<file path="src/rtl/mct.sv">
// ============================================================================
// Module   : mct
// Purpose  : Byte-serial memory controller; data-side loads/stores and 4-byte
//            instruction fetches share one byte-wide RAM port.
// Revision : 1.0 - initial release
// ============================================================================
`timescale 1ns/1ps
`default_nettype none

module mct (
   input  logic        clk,
   input  logic        rst,
   input  logic        mm_mct_e,
   input  logic [31:0] mm_mct_a,
   input  logic        mm_mct_wr,
   input  logic [1:0]  mm_mct_cu,
   input  logic [31:0] mm_mct_n_i,
   output logic        mm_mct_ok,
   output logic [31:0] mm_mct_n_o,
   input  logic        if_e,
   input  logic [31:0] if_a,
   output logic        if_ok,
   output logic [31:0] if_n_o,
   output logic [31:0] ram_a,
   output logic        ram_wr,
   output logic [7:0]  ram_dout,
   input  logic [7:0]  ram_din
);

   typedef enum logic [2:0] {
      S_IDLE = 3'd0,
      S_MRD  = 3'd1,
      S_MWR  = 3'd2,
      S_IRD  = 3'd3,
      S_MFIN = 3'd4,
      S_IFIN = 3'd5
   } state_t;

   state_t      r_state;
   state_t      w_next;
   logic [1:0]  r_cnt;
   logic [31:0] r_addr;
   logic [31:0] r_data;
   logic [1:0]  r_size;
   logic [23:0] r_cap;

   always_comb begin
      w_next = r_state;
      case (r_state)
         S_IDLE: begin
            if (mm_mct_e)
               w_next = mm_mct_wr ? S_MWR : S_MRD;
            else if (if_e)
               w_next = S_IRD;
         end
         S_MRD, S_MWR: begin
            if (r_cnt == r_size)
               w_next = S_MFIN;
         end
         // A dropped fetch request is a flush and wins over completion
         S_IRD: begin
            if (!if_e)
               w_next = S_IDLE;
            else if (r_cnt == 2'd3)
               w_next = S_IFIN;
         end
         default: w_next = S_IDLE;
      endcase
   end

   always_ff @(posedge clk or negedge rst) begin
      if (!rst) begin
         r_state <= S_IDLE;
         r_cnt   <= 2'd0;
         r_addr  <= 32'd0;
         r_data  <= 32'd0;
         r_size  <= 2'd0;
         r_cap   <= 24'd0;
      end else begin
         r_state <= w_next;
         case (r_state)
            S_IDLE: begin
               if (mm_mct_e) begin
                  r_addr <= mm_mct_a;
                  r_data <= mm_mct_n_i;
                  r_size <= mm_mct_cu;
                  r_cnt  <= 2'd0;
                  r_cap  <= 24'd0;
               end else if (if_e) begin
                  r_addr <= if_a;
                  r_cnt  <= 2'd0;
                  r_cap  <= 24'd0;
               end
            end
            // RAM read data lags its address by one cycle
            S_MRD, S_IRD: begin
               r_cnt <= r_cnt + 2'd1;
               case (r_cnt)
                  2'd1:    r_cap[7:0]   <= ram_din;
                  2'd2:    r_cap[15:8]  <= ram_din;
                  2'd3:    r_cap[23:16] <= ram_din;
                  default: ;
               endcase
            end
            S_MWR: r_cnt <= r_cnt + 2'd1;
            default: ;
         endcase
      end
   end

   always_comb begin
      mm_mct_ok  = 1'b0;
      mm_mct_n_o = 32'd0;
      if_ok      = 1'b0;
      if_n_o     = 32'd0;
      ram_a      = 32'd0;
      ram_wr     = 1'b0;
      ram_dout   = 8'd0;
      case (r_state)
         S_MRD, S_IRD: ram_a = r_addr + {30'd0, r_cnt};
         S_MWR: begin
            ram_a  = r_addr + {30'd0, r_cnt};
            ram_wr = 1'b1;
            case (r_cnt)
               2'd0:    ram_dout = r_data[7:0];
               2'd1:    ram_dout = r_data[15:8];
               2'd2:    ram_dout = r_data[23:16];
               default: ram_dout = r_data[31:24];
            endcase
         end
         S_MFIN: begin
            mm_mct_ok  = 1'b1;
            mm_mct_n_o = {8'd0, r_cap};
         end
         S_IFIN: begin
            if_ok  = 1'b1;
            if_n_o = {ram_din, r_cap};
         end
         default: ;
      endcase
   end

endmodule

`default_nettype wire

</file>
<file path="config.mk">
export PLATFORM = sky130hd
export DESIGN_NAME = mct
export DESIGN_NICKNAME = d
export VERILOG_FILES = /design/src/rtl/mct.sv
export SDC_FILE = /design/constraint.sdc
export NUM_CORES = 1
export LEC_CHECK = 0
export CAP_MARGIN = 20
export CORE_UTILIZATION = 30
export CTS_CLUSTER_DIAMETER = 30
export DETAILED_ROUTE_END_ITERATION = 16
export DONT_BUFFER_PORTS = 1
export SLEW_MARGIN = 20
export SYNTH_ARGS = -nofsm -noshare
export SYNTH_HDL_FRONTEND = slang
export SYNTH_SLANG_ARGS = --single-unit
</file>
<file path="constraint.sdc">
create_clock -name clk -period 2.85 [get_ports clk]
set_input_delay 0 -clock clk [delete_from_list [all_inputs] [get_ports clk]]
set_output_delay 0 -clock clk [all_outputs]
set_load 0.01 [all_outputs]
</file>
==> run summary <==
RUN
--------------------------------------------------------------------------------------
Number of max-cap violations                                                         0

POWER AND IR DROP
--------------------------------------------------------------------------------------
Static Leak                                                                    3.09 nW
PwrDens                                                                    963 nW/um^2
Worst vdd ir                                                                  0.382 mV

CELLS AND AREA
--------------------------------------------------------------------------------------
Proportion of layout cells with a drive suffix above 1                           11.1%
Area growth from synthesis to layout                                             30.1%
Core occupancy in the finished layout                                            40.0%
Fin nets                                                                           790
Filler cell count                                                                1,739
Final antenna diode count                                                            0

TIMING
--------------------------------------------------------------------------------------
Worst hold slack across all endpoints                                          33.0 ps
Slew Limit Fails                                                                     0
Highest Clock Rate                                                             368 MHz
Post-route fraction of the period consumed by the critical path                  95.5%
Worst slew margin relative to its limit                                          59.5%
Transition time of the tightest slew-check pin                                  608 ps
Hold Fails Final Rpt                                                                 0
Post-Route Skew                                                                7.69 ps
Shortest clock period the worst path allows after layout                       2720 ps
Final setup violation count                                                          0

SETUP PATH
--------------------------------------------------------------------------------------
Startpoint of the most critical register-to-register path                     r_cnt[1]
Category of the most critical setup path                                  register to primary output
Reg2Reg Depth                                                                        5
Kind of end point of the critical path                                    primary output
Endpoint of the worst register-to-register path                               r_cap[7]
Library cell contributing the largest single delay on the critical path          or4_1
Register-to-register path setup slack                                           720 ps
Max FO, Critical Path                                                               10
Worst setup SP type                                                           register
Cell chain of the critical path                                           ha_1 -> inv_1 -> fa_1 -> nand2b_4 -> or3_4 -> or4_1 -> a21oi_1
Required time of the critical path                                             2850 ps
Max stage delay on crit path                                                    480 ps
Worst Path Arrival                                                             2720 ps

SYNTHESIS
--------------------------------------------------------------------------------------
Sequential share of the synthesized area                                         42.9%
Post-synthesis cell count                                                          581
Mean post-synth cell area                                                    9.53 um^2
Library cell with the largest summed area after synthesis                      dfrtp_1
Flip-flop cell with the highest count after synthesis                          dfrtp_1
Combined area of all synthesized cells                                       5540 um^2
Total of warnings raised by yosys                                                    0
Share of flip-flops with an asynchronous set or reset after synthesis             100%
Cell types with the largest area share after synthesis                    dfrtp_1 (43%), mux2_2 (6.9%), mux2i_1 (5.8%)
Number of enable-type register cells in the synthesized netlist                      0
Most numerous cell in the Yosys netlist                                        dfrtp_1
Area fraction of the dominant cell type after synthesis                          42.9%
Commonest cells post-synth                                                dfrtp_1 (95), nor2_1 (69), a21oi_1 (62), and2_1 (40), mux2_2 (34)
Synth unique cells                                                                  43
Seq cells post-synth                                                                95

FLOORPLANNING
--------------------------------------------------------------------------------------
Height of the die                                                               138 um
Starting density of the core                                                     30.7%
Area of the die                                                            19,000 um^2
Core ar.                                                                   18,000 um^2
IO Count                                                                           218
Die Wd                                                                          138 um
Cell row count                                                                      49

CTS
--------------------------------------------------------------------------------------
Clock latency of the later-clocked register in the worst-skew pair              350 ps
Number of clock sinks                                                               95
Largest buffer count on any clock path                                               2
CTS H-tree depth                                                                     3
Clock transition at path regs                                                    70 ps
Number of buffers created by CTS                                                     9
CTS tree                                                                         built
Clock root cell                                                              clkbuf_16

DETAILED ROUTING
--------------------------------------------------------------------------------------
Via-per-instance ratio                                                            5.39
Per-cell routed wire length                                                    18.6 um
Number of nets with antenna violations after detailed routing                        0
First-pass DRT Iterations                                                            5
Vias post-DR                                                                     4,884
DRC violations left                                                                  0
Initial DRC count                                                                  213
Total wirelength of the detailed-routed design                               16,800 um

PLACEMENT
--------------------------------------------------------------------------------------
Port-buffer cells                                                                    0
Post-detailed-placement half-perimeter wirelength                            11,200 um
Routability congestion estimate                                                  0.797

MIN PATH
--------------------------------------------------------------------------------------
Worst hold stages                                                                    4
Hold Path Class                                                           primary input to register
End point of the worst hold path                                            r_state[1]
Launch point of the worst hold path                                               if_e

GLOBAL ROUTING
--------------------------------------------------------------------------------------
Global route overflow                                                                0
Number of global-route vias before repair                                        4,782
Pin count of the biggest net entering global routing                                96
Global-route wire length before repair                                       25,100 um
Overall track demand over capacity in global routing                             17.5%
Number of antenna violations at the first check in global routing                    0

STATUS
--------------------------------------------------------------------------------------
Result of the run                                                            completed

-- cells in the final DEF (no fill, tap or decap), types with 9 or more instances in the layout --
master / count
and3_1: 26
mux2_2: 34
and2_1: 40
dfrtp_1: 94
xnor2_1: 9
a22o_1: 21
nand2_1: 16
buf_4: 12
dlygate4sd3_1: 110
nor2_1: 69
o21ai_0: 10
clkbuf_16: 9
inv_1: 11
a21oi_1: 62
o31ai_1: 13
or4_1: 13
nand3_1: 9
mux2i_1: 32
-- layer usage --
layer / wire [um] / global-route usage (%) / up-vias
met1: 6950 / 20.0 / 2383
met4: 382 / 7.13 / 0
li1: - / - / 2265
met5: 0 / 0 / -
met3: 1060 / 3.91 / 24
met2: 8440 / 31.1 / 212
-- stage by stage --
step	worst slack, ps	TNS (ps)	total power [mW]	area [um^2]	std cells
finish	129	0	6.94	7200	906
global route	-0.0120	-0.0120	7.48	7200	906
CTS	15.8	0	6.98	7180	904
detailed placement	159	0	5.43	5690	776
global placement	261	0	5.32	5690	776
floorplan	410	0	4.63	5560	588
-- power by group --
part	switching (mW)	leakage, nW	internal [mW]
Clock	0.594	0.149	0.701
Sequential	0.584	1.15	1.94
Combinational	1.87	1.80	1.25
-- what timing repair did --
item                       4_1_cts  5_1_grt
buffers inserted                 0        2
pin swaps                        0        1
hold buffers                   112        0
setup endpoints to repair        8        7
hold endpoints to repair       190        0
gates resized for setup          5        1
-- final cells by class --
class	count	area, um^2	share of cell area [%]
timing repair buffer	124	1250	17.3
multi-input combinational	431	2940	40.8
tap	229	287	3.98
clock buffer	9	225	3.13
inverter	11	41.3	0.573
sequential	95	2380	33.0
clock inverter	7	83.8	1.16
-- logic make-up (layout without fill, tap and decap cells) --
| kind of cell | after synthesis | in the layout | share of synthesized area [%] |
|---|---|---|---|
| AO/OA/AOI/OAI | 125 | 125 | 14.8 |
| XOR/XNOR | 12 | 12 | 1.90 |
| adder cells (fa/ha/maj) | 7 | 7 | 1.72 |
| buffers and inverters | 62 | 151 | 5.04 |
| flip-flops | 95 | 95 | 42.9 |
| multiplexers | 66 | 66 | 12.7 |
| other | 1 | 8 | 0.0677 |
| AND/OR/NAND/NOR | 213 | 213 | 20.8 |
-- flip-flops by register name (all words and copies together), names as in the netlist --
name and flops:
r_addr 32, r_data 32, r_cap 24, r_state 3, r_cnt 2, r_size 2
-- how the worst max path moves through the flow --
stage	endpoint	slack, ps	cells past startpoint	from
6_report	ram_a[20]	130	7	r_cnt[0]
5_1_grt	ram_a[30]	-0.01	8	r_addr[0]
4_1_cts	ram_a[30]	20	8	r_cnt[0]
3_5_place_dp	ram_a[30]	160	7	r_cnt[1]
3_3_place_gp	ram_a[30]	260	7	r_cnt[1]
2_1_floorplan	ram_a[20]	410	8	r_cnt[0]
-- worst max-delay path, delay by kind of cell (launching register included) --
family / cells / cell delay, ps
AND/OR/NAND/NOR: 3 / 1070
AO/OA/AOI/OAI: 1 / 270
flip-flops: 1 / 360
adder cells (fa/ha/maj): 2 / 610
buffers and inverters: 1 / 60
Note: power is estimated with default switching activity, not from simulation.
